## config.mk

```make
export PLATFORM = sky130hd
export DESIGN_NAME = clause_queue
export DESIGN_NICKNAME = d
export VERILOG_FILES = /design/src/rtl/clause_queue.sv
export SDC_FILE = /design/constraint.sdc
export NUM_CORES = 1
export LEC_CHECK = 0
export ABC_AREA = 0
export ABC_CLOCK_PERIOD_IN_PS = 9900
export BUFFER_PORTS_ARGS = -buffer_cell sky130_fd_sc_hd__buf_4
export CAP_MARGIN = 25
export CORE_MARGIN = 5
export CORE_UTILIZATION = 50
export CTS_CLUSTER_SIZE = 16
export DETAILED_ROUTE_END_ITERATION = 16
export MAX_ROUTING_LAYER = met4
export PLACE_DENSITY = 0.68
export SLEW_MARGIN = 20
export SYNTH_ARGS = -nofsm -noshare
export SYNTH_HDL_FRONTEND = slang
export SYNTH_SLANG_ARGS = --single-unit
```

## constraint.sdc

```tcl
create_clock -name clock -period 9.9 [get_ports clock]
set_clock_uncertainty 0.1 [all_clocks]
set_input_delay 1.485 -clock clock [delete_from_list [all_inputs] [get_ports clock]]
set_output_delay 1.485 -clock clock [all_outputs]
set_load 0.1 [all_outputs]
```

## src/rtl/clause_queue.sv

```systemverilog
// ---------------------------------------------------------------------------
// clause_queue
//   Per-engine clause FIFO that sits after the clause arbiter. It accepts one
//   clause per cycle while its grant bit is high and tells the arbiter when it
//   is full. The head clause is presented first-word-fall-through to the BCP
//   engine over a valid/ready handshake.
//
//   Ports
//     clock            rising-edge clock
//     reset            synchronous, active-low
//     grant_in         enqueue request (arbiter grant bit)
//     clause_in        clause to store, valid while grant_in=1
//     full_out         queue cannot accept; feeds the arbiter full_in bit
//     clause_out       head clause, 0 when the queue is empty
//     clause_valid_out head clause valid (queue non-empty)
//     deq_ready_in     engine takes the head when clause_valid_out=1
//     count_out        occupancy, 0..DEPTH
//     overflow_out     sticky: a grant arrived while no slot was left
//
//   Build option
//     CLAUSE_QUEUE_ALMOST_FULL_EN  full_out rises at DEPTH-1 so an arbiter that
//                                  registers full_in still has one slot of
//                                  slack; a grant at DEPTH-1 is still stored.
// ---------------------------------------------------------------------------
module clause_queue #(
  parameter int CLAUSE_WIDTH    = 4,
  parameter int ELEMENT_BIT_CNT = 11,
  parameter int DEPTH           = 8
) (
  input  logic                                    clock,
  input  logic                                    reset,
  input  logic                                    grant_in,
  input  logic [CLAUSE_WIDTH*ELEMENT_BIT_CNT-1:0] clause_in,
  output logic                                    full_out,
  output logic [CLAUSE_WIDTH*ELEMENT_BIT_CNT-1:0] clause_out,
  output logic                                    clause_valid_out,
  input  logic                                    deq_ready_in,
  output logic [$clog2(DEPTH):0]                  count_out,
  output logic                                    overflow_out
);

  localparam int W  = CLAUSE_WIDTH * ELEMENT_BIT_CNT;
  localparam int PW = $clog2(DEPTH);
  localparam int CW = PW + 1;
  localparam logic [CW-1:0] DEPTH_C = CW'(DEPTH);

  logic [W-1:0]  mem_q [DEPTH];
  logic [PW-1:0] wr_ptr_q, wr_ptr_d;
  logic [PW-1:0] rd_ptr_q, rd_ptr_d;
  logic [CW-1:0] count_q, count_d;
  logic          overflow_q, overflow_d;

  logic no_room;
  logic empty;
  logic enq;
  logic deq;

  // Acceptance is decided on the true capacity, independent of where
  // full_out is advertised, so the almost-full build can still fill up.
  assign no_room = (count_q == DEPTH_C);
  assign empty   = (count_q == '0);
  assign enq     = grant_in && !no_room;
  assign deq     = !empty && deq_ready_in;

  always_comb begin
    wr_ptr_d   = wr_ptr_q;
    rd_ptr_d   = rd_ptr_q;
    count_d    = count_q;
    overflow_d = overflow_q;
    if (enq) wr_ptr_d = wr_ptr_q + PW'(1);
    if (deq) rd_ptr_d = rd_ptr_q + PW'(1);
    case ({enq, deq})
      2'b10:   count_d = count_q + CW'(1);
      2'b01:   count_d = count_q - CW'(1);
      default: count_d = count_q;
    endcase
    // A dropped grant is not rescued by a dequeue in the same cycle.
    if (grant_in && no_room) overflow_d = 1'b1;
  end

  always_ff @(posedge clock) begin
    if (!reset) begin
      wr_ptr_q   <= '0;
      rd_ptr_q   <= '0;
      count_q    <= '0;
      overflow_q <= 1'b0;
    end else begin
      wr_ptr_q   <= wr_ptr_d;
      rd_ptr_q   <= rd_ptr_d;
      count_q    <= count_d;
      overflow_q <= overflow_d;
    end
  end

  // Storage needs no reset; stale words are never visible because the
  // output is masked while empty.
  always_ff @(posedge clock) begin
    if (enq) mem_q[wr_ptr_q] <= clause_in;
  end

`ifdef CLAUSE_QUEUE_ALMOST_FULL_EN
  assign full_out = (count_q >= DEPTH_C - CW'(1));
`else
  assign full_out = no_room;
`endif

  assign clause_valid_out = !empty;
  assign clause_out       = empty ? '0 : mem_q[rd_ptr_q];
  assign count_out        = count_q;
  assign overflow_out     = overflow_q;

endmodule

```

Word level (Yosys, flattened, before mapping)
Memories as Yosys holds them, arrays and structs flattened. A register that Yosys moved wholly into a read port is not among the register bits.
Index checks and enable logic that the tools add are counted.
W data, S select, Z words.
Operators by class
  reductions and logical operators: 7
  equal/unequal tests: 3
  add/sub/neg operators: 4
  mux-type cells: 6
Operator list (number)
  $mux W44: 1
  $pmux W4 S2: 1
  $add A3 B1 Y3 const B: 2
  $mux W3: 2
  $add A4 B1 Y4 const B: 1
  $eq A4 B4 Y1 const B: 1
  $logic_not A4 Y1: 1
  $sub A4 B1 Y4 const B: 1
  $logic_and A1 B1 Y1: 3
  $eq A2 B1 Y1 const B: 1
  $eq A2 B2 Y1 const B: 1
  $logic_not A1 Y1: 2
  $mux W1: 2
  $reduce_bool A2 Y1: 1
Storage, ports and cells
  input bits: 48
  memories kept: 1
  RAM bits: 352
  bits in registers: 11
Memories
  mem_q: depth 8, width 44, rd ports 1, clocked after memory_dff 1, wr ports 1, line 47  | logic [W-1:0] mem_q [DEPTH];

Logic depth before layout (Yosys ltp)
Gate-level depths: netlist of the first run.
  word-level depth: 5
  mapped depth: 12
  mapped depth without buffers: 10

Worst setup path before layout of the first run
No wires, ideal clock.
  path type: input -> register
  start point: in grant_in
  end point: mem mem_q[0][0] (netlist bit), enable pin
  setup slack: 3.501 ns
  library setup time: 0.555 ns
  required time: 9.245 ns
  stages: 2
  arrival: 5.744 ns
  cells stage by stage: nand2_4 nor4_1
Between the ends
  longest elaborated chain between the ends: 3
Ends and longest elaborated chain
  start, declared: line 32  | input logic grant_in,
  $logic_and A1 B1 Y1: line 62  | assign enq = grant_in && !no_room;
  $mux W1: line 98  | if (enq) mem_q[wr_ptr_q] <= clause_in;
  $mux W1 (implied by the code): line 98
  end, declared: line 47
No other way between the ends.

==> reports/metrics.yaml, run 1 <==
outcome:
  status: "finished clean"
setup_path:
  worstRegToRegCells: 11
  r2r_start: "count_out[1]"
  arrival_ns: 3.36
  worstSetupPathType: "register to primary output"
  slowest_delay_ns: 0.72
  crit_chain: "buf_12 > buf_4 > mux4_2 > mux2i_1 > nor2_1 > buf_4"
  cp_max_fo: 44
  path_buf_inv: 3
  crit_top_cell: "buf_4"
  cp_top_family: "buffers and inverters"
  cpMaxStageDelayCell: "buf_4"
  crit_path_start_kind: "register"
  endpoint_kind: "primary output"
  cp_num_cells: 6
  required_ns: 8.32
logic_synthesis:
  synth-simple-area-share: 0.0273
  synthAdderAreaFrac: 0.00445
  synthesis.area_um2: 14100
  synth_top_flop_cell: "edfxtp_1"
  synth_mux_area_frac: 0.175
  synthTopCellsByArea: "edfxtp_1, mux4_2, mux2i_1"
  synth_compound_area_frac: 0.00338
  synth_enable_flop_cells: 352
  synth_top_family_by_area: "multiplexers"
  yosysSeqAreaShare: 0.772
  synth_xor_area_frac: 0.00436
  yosysTopAreaCellShare: 0.752
  syn_avg_cell_area_um2: 22.1
  syn-num-nets: 689
  synthCells: 636
  synth.largest_area_cell: "edfxtp_1"
  yosys_warnings: 0
  ys_seq_elements: 366
  yosysMostFrequentCell: "edfxtp_1"
  yosys-top-cells-count: "edfxtp_1, mux4_2, mux2i_1, nor2_1, buf_2"
  async_flop_share: 0
  ys_types: 33
timing:
  finalHoldViolCount: 0
  final.period_utilization: 0.500
  fmax_mhz: 202
  tightest_slew_ns: 1.01
  rsz0062_at_grt: "no"
  fin_crit_ns: 4.95
  drv_slew: 0
  setup-tns-final_ns: 0
  finalSetupViolCount: 0
  relSlewSlack: 0.324
cts:
  cts_hold_buf: 0
  post_cts.repair.setup_buffers: 0
  cts_resized: 0
  clk_pin_slew_ns: 0.06
  cts_tree: "yes"
  htreeDepth: 2
  cts_buffer_depth: 3
  cts_root_buf: "clkbuf_16"
  cts.sinks: 366
  numCtsBuffers: 38
  clock_latency_ns: 0.51
floorplan:
  io_pins: 99
  start_util: 0.506
  core_area_um2: 27800
  die-area_um2: 31600
  dieWidth_um: 178
  std_cell_rows: 61
  fp.dieH_um: 178
grt:
  grt_pass1_vias: 7018
  antenna_found_initial: 0
  grt.total_usage: 0.183
  grt_first_pass_wirelength_um: 42100
  grt-ovfl-total: 0
  grt_max_degree: 71
hold_path:
  holdCritPathClass: "register to register"
  hold_depth: 2
  hp-start: "overflow_out"
route:
  firstDrtPassIters: 4
  wl_per_cell_um: 23.5
  ant_nets: 0
  vias: 6492
  drtIter0Drc: 499
  drc: 0
  drt-total-wl_um: 27200
  post_drt_via_cell_ratio: 5.60
layout:
  final_nets: 807
  final_layout_size_suffix_gt1_frac: 0.337
  multi_input_area_um2: 3070
  regArea_um2: 10900
  area_delta_synth_final_pct: 16.8
  antenna_cells: 0
  nFillCells: 2075
  stdcell_count: 1159
run:
  cap_violations: 0
place:
  place_inst: 1091
  gp_congestion: 0.713
  io_buffers: 98
  place_hpwl_um: 14500
power:
  power_uw: 5210
  power_leakage_uw: 0.00523
  vdd_drop_max_mv: 0.327
  power.density_nw_per_um2: 318
[cell usage in the layout, fill, tap and decap left out, types with 5 or more instances in the layout]
| cell type | netlist | final |
|---|---|---|
| dfxtp_1 | 14 | 11 |
| clkinv_1 | 0 | 6 |
| nor2_1 | 47 | 44 |
| edfxtp_1 | 352 | 352 |
| mux2i_1 | 47 | 47 |
| buf_4 | 3 | 111 |
| and2_1 | 6 | 6 |
| clkbuf_1 | 10 | 15 |
| clkbuf_16 | 0 | 39 |
| mux4_2 | 88 | 88 |
| ha_1 | 5 | 5 |
[sequential cells by signal, indices dropped and copies added (netlist names), named ones only]
| name | count |
|---|---|
| count_out | 4 |
| mem_q | 352 |
| overflow_out | 1 |
| rd_ptr_q | 3 |
| wr_ptr_q | 3 |
[final timing paths]
path                   endpoint  slack (ns)
setup / recovery  clause_out[3]        4.95
hold reg to reg    overflow_out        0.42
hold / removal     overflow_out        0.42
setup reg to reg   count_out[2]        6.74
[metal layers]
| metal | vias to the layer above | global-route usage | part of all wire |
|---|---|---|---|
| met5 | - | - | 0 |
| met4 | 0 | 0.0380 | 0.013 |
| met3 | 30 | 0.0358 | 0.066 |
| met2 | 185 | 0.298 | 0.51 |
| met1 | 3417 | 0.246 | 0.41 |
| li1 | 2860 | - | - |
[cell families (layout without fill, tap and decap cells)]
family,count (synthesis),after routing
adder cells (fa/ha/maj),5,5
buffers and inverters,36,181
XOR/XNOR,7,7
flip-flops,366,366
AO/OA/AOI/OAI,7,7
multiplexers,136,136
AND/OR/NAND/NOR,79,79
[where the power goes]
group / switching, uW / total [uW] / internal [uW] / leakage (uW)
Combinational: 1500 / 2030 / 535 / 0.00136
Clock: 543 / 1300 / 754 / 0.000551
Sequential: 65.8 / 1880 / 1810 / 0.00331
[tightest hold or removal path, stage by stage, from the launching register on]
cell and delay [ns]:
dfxtp_1 0.34, a21oi_1 0.05, nor2b_1 0.10
[cell type report]
class                   instances  share of cell area
multi-input cells             234               0.187
flip-flops and latches        366               0.662
repair buffers                112              0.0520
clock inverters                13             0.00663
well taps                     378              0.0288
clock buffers                  54              0.0629
inverters                       2            0.000457
[through the flow]
| stage | worst slack [ns] | instance area (um2) | hold slack [ns] | utilization |
|---|---|---|---|---|
| 2_1_floorplan | 3.50 | 14100 | 0.396 | - |
| 3_3_place_gp | 5.14 | 15200 | 0.373 | 0.549 |
| 3_5_place_dp | 5.14 | 15200 | 0.394 | 0.549 |
| 4_1_cts | 4.59 | 16400 | 0.415 | 0.590 |
| 5_1_grt | 4.59 | 16400 | 0.447 | 0.591 |
| 6_report | 4.95 | 16400 | 0.420 | 0.591 |
(Power assumes the default switching activity.)
==> inputs of run 2 (changes only) <==
--- a/config.mk
+++ b/config.mk
@@ -6,7 +6,7 @@
 export NUM_CORES = 1
 export LEC_CHECK = 0
 export ABC_AREA = 0
-export ABC_CLOCK_PERIOD_IN_PS = 9900
+export ABC_CLOCK_PERIOD_IN_PS = 4500
 export BUFFER_PORTS_ARGS = -buffer_cell sky130_fd_sc_hd__buf_4
 export CAP_MARGIN = 25
 export CORE_MARGIN = 5
@@ -14,7 +14,7 @@
 export CTS_CLUSTER_SIZE = 16
 export DETAILED_ROUTE_END_ITERATION = 16
 export MAX_ROUTING_LAYER = met4
-export PLACE_DENSITY = 0.68
+export PLACE_DENSITY = 0.71
 export SLEW_MARGIN = 20
 export SYNTH_ARGS = -nofsm -noshare
 export SYNTH_HDL_FRONTEND = slang
==> constraint.sdc (replaced) <==
create_clock -name clock -period 4.5 [get_ports clock]
set_clock_uncertainty 0.1 [all_clocks]
set_input_delay 0.675 -clock clock [delete_from_list [all_inputs] [get_ports clock]]
set_output_delay 0.675 -clock clock [all_outputs]
set_load 0.1 [all_outputs]
==> reports/metrics.yaml, run 2 (synthesis gave the netlist of run 1 again) <==
cts:
  clk_pin_slew_ns: 0.06
  numCtsBuffers: 37
  post_cts.repair.setup_buffers: 0
  htreeDepth: 2
  cts_root_buf: "clkbuf_16"
  cts_tree: "yes"
  clock_latency_ns: 0.51
  cts.sinks: 366
  cts_resized: 0
  cts_buffer_depth: 3
  cts_hold_buf: 0
layout:
  regMostFlops: "mem_q"
  postLayoutCellArea_um2: 16600
  mostFrequentLayoutCell: "edfxtp_1"
  antenna_cells: 0
  final_nets: 811
  final_layout_size_suffix_gt1_frac: 0.350
  area_delta_synth_final_pct: 17.9
  largest_reg_flops: 352
  final_cell_mix: "edfxtp_1, buf_4, mux4_2"
  final_core_util: 0.597
place:
  place_area_um2: 15400
  gp_congestion: 0.692
  dp_slack_ns: 1.38
  io_buffers: 98
  place_hpwl_um: 15200
setup_path:
  worstRegToRegCells: 11
  crit_path_start_kind: "register"
  required_ns: 3.72
  cp_max_fo: 24
  arrival_ns: 2.77
  crit_top_cell: "buf_4"
  crit_chain: "buf_4 > mux4_2 > mux2i_1 > nor2_1 > buf_4"
  cpMaxStageDelayCell: "dfxtp_4"
  endpoint_kind: "primary output"
  slowest_delay_ns: 0.66
  worstSetupPathType: "register to primary output"
route:
  ant_nets: 0
  firstDrtPassIters: 4
  wl_per_cell_um: 23.3
  drt-total-wl_um: 27200
  drtIter0Drc: 565
  drc: 0
  post_drt_via_cell_ratio: 5.57
  vias: 6487
floorplan:
  io_pins: 99
  core_area_um2: 27800
  fp.dieH_um: 178
  die-area_um2: 31600
  dieWidth_um: 178
  std_cell_rows: 61
  start_util: 0.506
timing:
  finalSetupViolCount: 0
  final.period_utilization: 0.787
  fin_crit_ns: 3.54
  rsz0062_at_grt: "no"
  worst_slack_ns: 0.960
  fmax_mhz: 282
  finalHoldViolCount: 0
  tightest_slew_ns: 1.05
  relSlewSlack: 0.302
  drv_slew: 0
power:
  power_leakage_uw: 0.00530
  vdd_drop_max_mv: 0.715
  power.density_nw_per_um2: 701
run:
  cap_violations: 0
outcome:
  status: "finished clean"
grt:
  grt_first_pass_wirelength_um: 41700
  grt_max_degree: 70
  grt_pass1_vias: 6947
  antenna_found_initial: 0
  grt-ovfl-total: 0
  grt.total_usage: 0.183
hold_path:
  holdCritPathClass: "input pin to register"
  hold_depth: 1
[run 2: changes by cell type in the layout (fill, tap and decap cells not counted)]
cell,delta
clkbuf_1,-7
buf_12,+4
clkinv_2,+4
bufinv_16,+3
clkinv_8,-2
clkinvlp_4,+2
buf_4,+1
clkinv_4,-1
inv_6,+1
nor4_2,-1
nor4_4,+1
[run 2: path summary, 6_finish.rpt]
| check | startpoint | to | slack [ns] |
|---|---|---|---|
| setup / recovery | register | clause_out[40] | 0.96 |
| hold / removal | clause_in[39] | mem_q[3][39] | 0.29 |
| setup reg to reg | count_out[1] | count_out[2] | 1.37 |
| hold reg to reg | overflow_out | overflow_out | 0.40 |
[run 2: critical path, delay by kind of cell (launching register included)]
kind          cells  cell delay, ns
mux               2            0.76
buf+inv           2            0.71
simple gates      1            0.10
flops             1            0.66
[run 2: stage by stage]
stage	setup TNS, ns	total power [uW]	hold WS, ns	instances
after CTS	0	11800	0.260	1163
after floorplan	-93.15	7770	0.413	636
final	0	11600	0.287	1164
after global placement	0	8690	0.380	1096
after detailed placement	0	8750	0.388	1096
after global routing	0	12100	0.273	1164
[run 2: final cells by class]
class                           count  area [um2]
Clock inverter                     20         201
Clock buffer                       47        1010
Multi-Input combinational cell    234        3080
Fill cell                        2020       11200
Sequential cell                   366       10900
Inverter                            2        7.51
Tap cell                          378         473
Timing Repair Buffer              117         941
[run 2: power breakdown]
part / total (uW) / switching (uW) / internal (uW)
logic: 4440 / 3250 / 1190
registers: 4180 / 189 / 3990
clock network: 3010 / 1190 / 1810
[run 2: per-layer routing]
layer / track usage / vias up / share of wire
li1: - / 2868 / -
met2: 0.302 / 200 / 0.52
met1: 0.238 / 3374 / 0.40
met5: - / - / 0
met3: 0.0332 / 45 / 0.061
met4: 0.0509 / 0 / 0.021
==> inputs of run 3 (changes only) <==
--- a/config.mk
+++ b/config.mk
@@ -5,8 +5,8 @@
 export SDC_FILE = /design/constraint.sdc
 export NUM_CORES = 1
 export LEC_CHECK = 0
-export ABC_AREA = 0
-export ABC_CLOCK_PERIOD_IN_PS = 4500
+export ABC_AREA = 1
+export ABC_CLOCK_PERIOD_IN_PS = 3100
 export BUFFER_PORTS_ARGS = -buffer_cell sky130_fd_sc_hd__buf_4
 export CAP_MARGIN = 25
 export CORE_MARGIN = 5
==> constraint.sdc (replaced) <==
create_clock -name clock -period 3.1 [get_ports clock]
set_clock_uncertainty 0.1 [all_clocks]
set_input_delay 0.465 -clock clock [delete_from_list [all_inputs] [get_ports clock]]
set_output_delay 0.465 -clock clock [all_outputs]
set_load 0.1 [all_outputs]
==> reports/metrics.yaml, run 3 <==
logic_synthesis:
  synth_top_flop_cell: "edfxtp_1"
  async_flop_share: 0
  synthCells: 1139
  yosysSeqAreaShare: 0.749
  yosys-top-cells-count: "edfxtp_1, nor2_1, o21ai_0, nand2_1"
  yosysMostFrequentCell: "edfxtp_1"
  synth.largest_area_cell: "edfxtp_1"
  ys_types: 26
  synthTopCellsByArea: "edfxtp_1, nor2_1, o21ai_0"
  synthesis.area_um2: 14500
  ys_seq_elements: 366
  yosys_warnings: 0
  yosysTopAreaCellShare: 0.729
  syn_avg_cell_area_um2: 12.7
  syn-num-nets: 1192
  synth_enable_flop_cells: 352
setup_path:
  cp_top_family: "buffers and inverters"
  slowest_delay_ns: 0.37
  cp_max_fo: 57
  path_buf_inv: 3
  crit_top_cell: "nor2_1"
  reg2reg_slack_ns: 0.84
  endpoint_kind: "primary output"
  cpMaxStageDelayCell: "dfxtp_4"
  crit_path_start_kind: "register"
  crit_chain: "inv_4 > buf_12 > nor2_1 > o22ai_1 > nor2_1 > nor2_2 > buf_4"
  required_ns: 2.53
  arrival_ns: 2.36
  worstSetupPathType: "register to primary output"
timing:
  tightest_slew_ns: 0.561
  setup-tns-final_ns: 0
  relSlewSlack: 0.626
  finalSetupViolCount: 0
  final.period_utilization: 0.944
  finalHoldViolCount: 0
  drv_slew: 0
  rsz0062_at_grt: "no"
  fmax_mhz: 342
  holdWs_ns: 0.0783
  fin_crit_ns: 2.93
route:
  drc: 0
  firstDrtPassIters: 7
  vias: 9004
  ant_nets: 0
  drt-total-wl_um: 30600
  post_drt_via_cell_ratio: 5.48
  drtIter0Drc: 874
  wl_per_cell_um: 18.6
hold_path:
  holdCritPathClass: "input pin to register"
grt:
  met2_usage: 0.318
  grt_pass1_vias: 8857
  grt-ovfl-total: 0
  met3_usage: 0.0390
  grt_first_pass_wirelength_um: 48100
  grt.total_usage: 0.190
  grt_max_degree: 89
  antenna_found_initial: 0
  grt_use_met1: 0.247
  busiest_layer: "met2"
layout:
  final_nets: 1288
  largest_reg_flops: 352
  final_cell_mix: "edfxtp_1, nor2_1, o21ai_0"
  final_layout_size_suffix_gt1_frac: 0.183
  area_delta_synth_final_pct: 17.7
  mostFrequentLayoutCell: "edfxtp_1"
  regMostFlops: "mem_q"
  antenna_cells: 0
cts:
  cts_hold_buf: 0
  htreeDepth: 2
  clk_pin_slew_ns: 0.06
  clock_latency_ns: 0.51
  cts_buffer_depth: 3
  numCtsBuffers: 38
  cts_resized: 0
  cts_tree: "yes"
  cts.sinks: 366
  cts_root_buf: "clkbuf_16"
outcome:
  status: "finished clean"
run:
  cap_violations: 0
floorplan:
  fp.dieH_um: 180
  die-area_um2: 32500
  std_cell_rows: 62
  start_util: 0.506
  dieWidth_um: 180
  io_pins: 99
  core_area_um2: 28600
place:
  io_buffers: 98
  place_hpwl_um: 16200
  gp_congestion: 0.767
run 3: changes by cell type after synthesis, sizes merged, moves of 7 or more:
cell,delta
and2,-7
buf,+23
clkbuf,+13
inv,+19
mux2i,-47
mux4,-88
nand2,+54
nor2,+278
o211ai,+44
o21ai,+183
o22ai,+44
run 3: kinds of logic (layout without fill, tap and decap cells):
kind of cell | Yosys count | in the layout | synth area share
compound gates | 280 | 280 | 0.108
simple gates | 394 | 394 | 0.104
xor+xnor | 3 | 3 | 0.00181
flops | 366 | 366 | 0.749
fa+ha+maj | 5 | 5 | 0.00432
buf+inv | 91 | 212 | 0.0335
run 3: final cells by class:
class                           count  area [um2]
Clock buffer                       51        1060
Clock inverter                     14         113
Fill cell                        2189       11600
Inverter                           21        81.3
Multi-Input combinational cell    682        3370
Sequential cell                   366       10900
Tap cell                          384         480
Timing Repair Buffer              126        1080
run 3: routing by layer:
layer / wire, um / up-vias
met5: 0 / -
met4: 376 / 0
met3: 2080 / 41
met2: 15300 / 282
met1: 12800 / 4370
li1: - / 4311
run 3: repair_timing:
item | 4_1_cts | 5_1_grt
setup buffers | 0 | 1
endpoints found under the hold margin | 0 | 0
endpoints found under the setup margin | 0 | 28
run 3: path summary, 6_finish.rpt:
check | start | end | cells past startpoint
max | register | clause_out[21] | 7
min | clause_in[40] | mem_q[3][40] | 1
max reg2reg | count_out[1] | mem_q[3][27] | 7
min reg2reg | overflow_out | overflow_out | 2
run 3: stage by stage:
step / worst slack (ns) / utilization / instance area (um2) / instances
floorplan: 0.000219 / - / 14700 / 1139
global placement: 0.603 / 0.554 / 15900 / 1578
detailed placement: 0.578 / 0.554 / 15900 / 1578
CTS: 0.0247 / 0.595 / 17000 / 1643
global route: 0.0147 / 0.596 / 17100 / 1644
finish: 0.174 / 0.596 / 17100 / 1644
Power of run 3 is left out: the tool's default activity adds up to more than one toggle a clock period on the data nets, which glitch-free logic cannot reach.
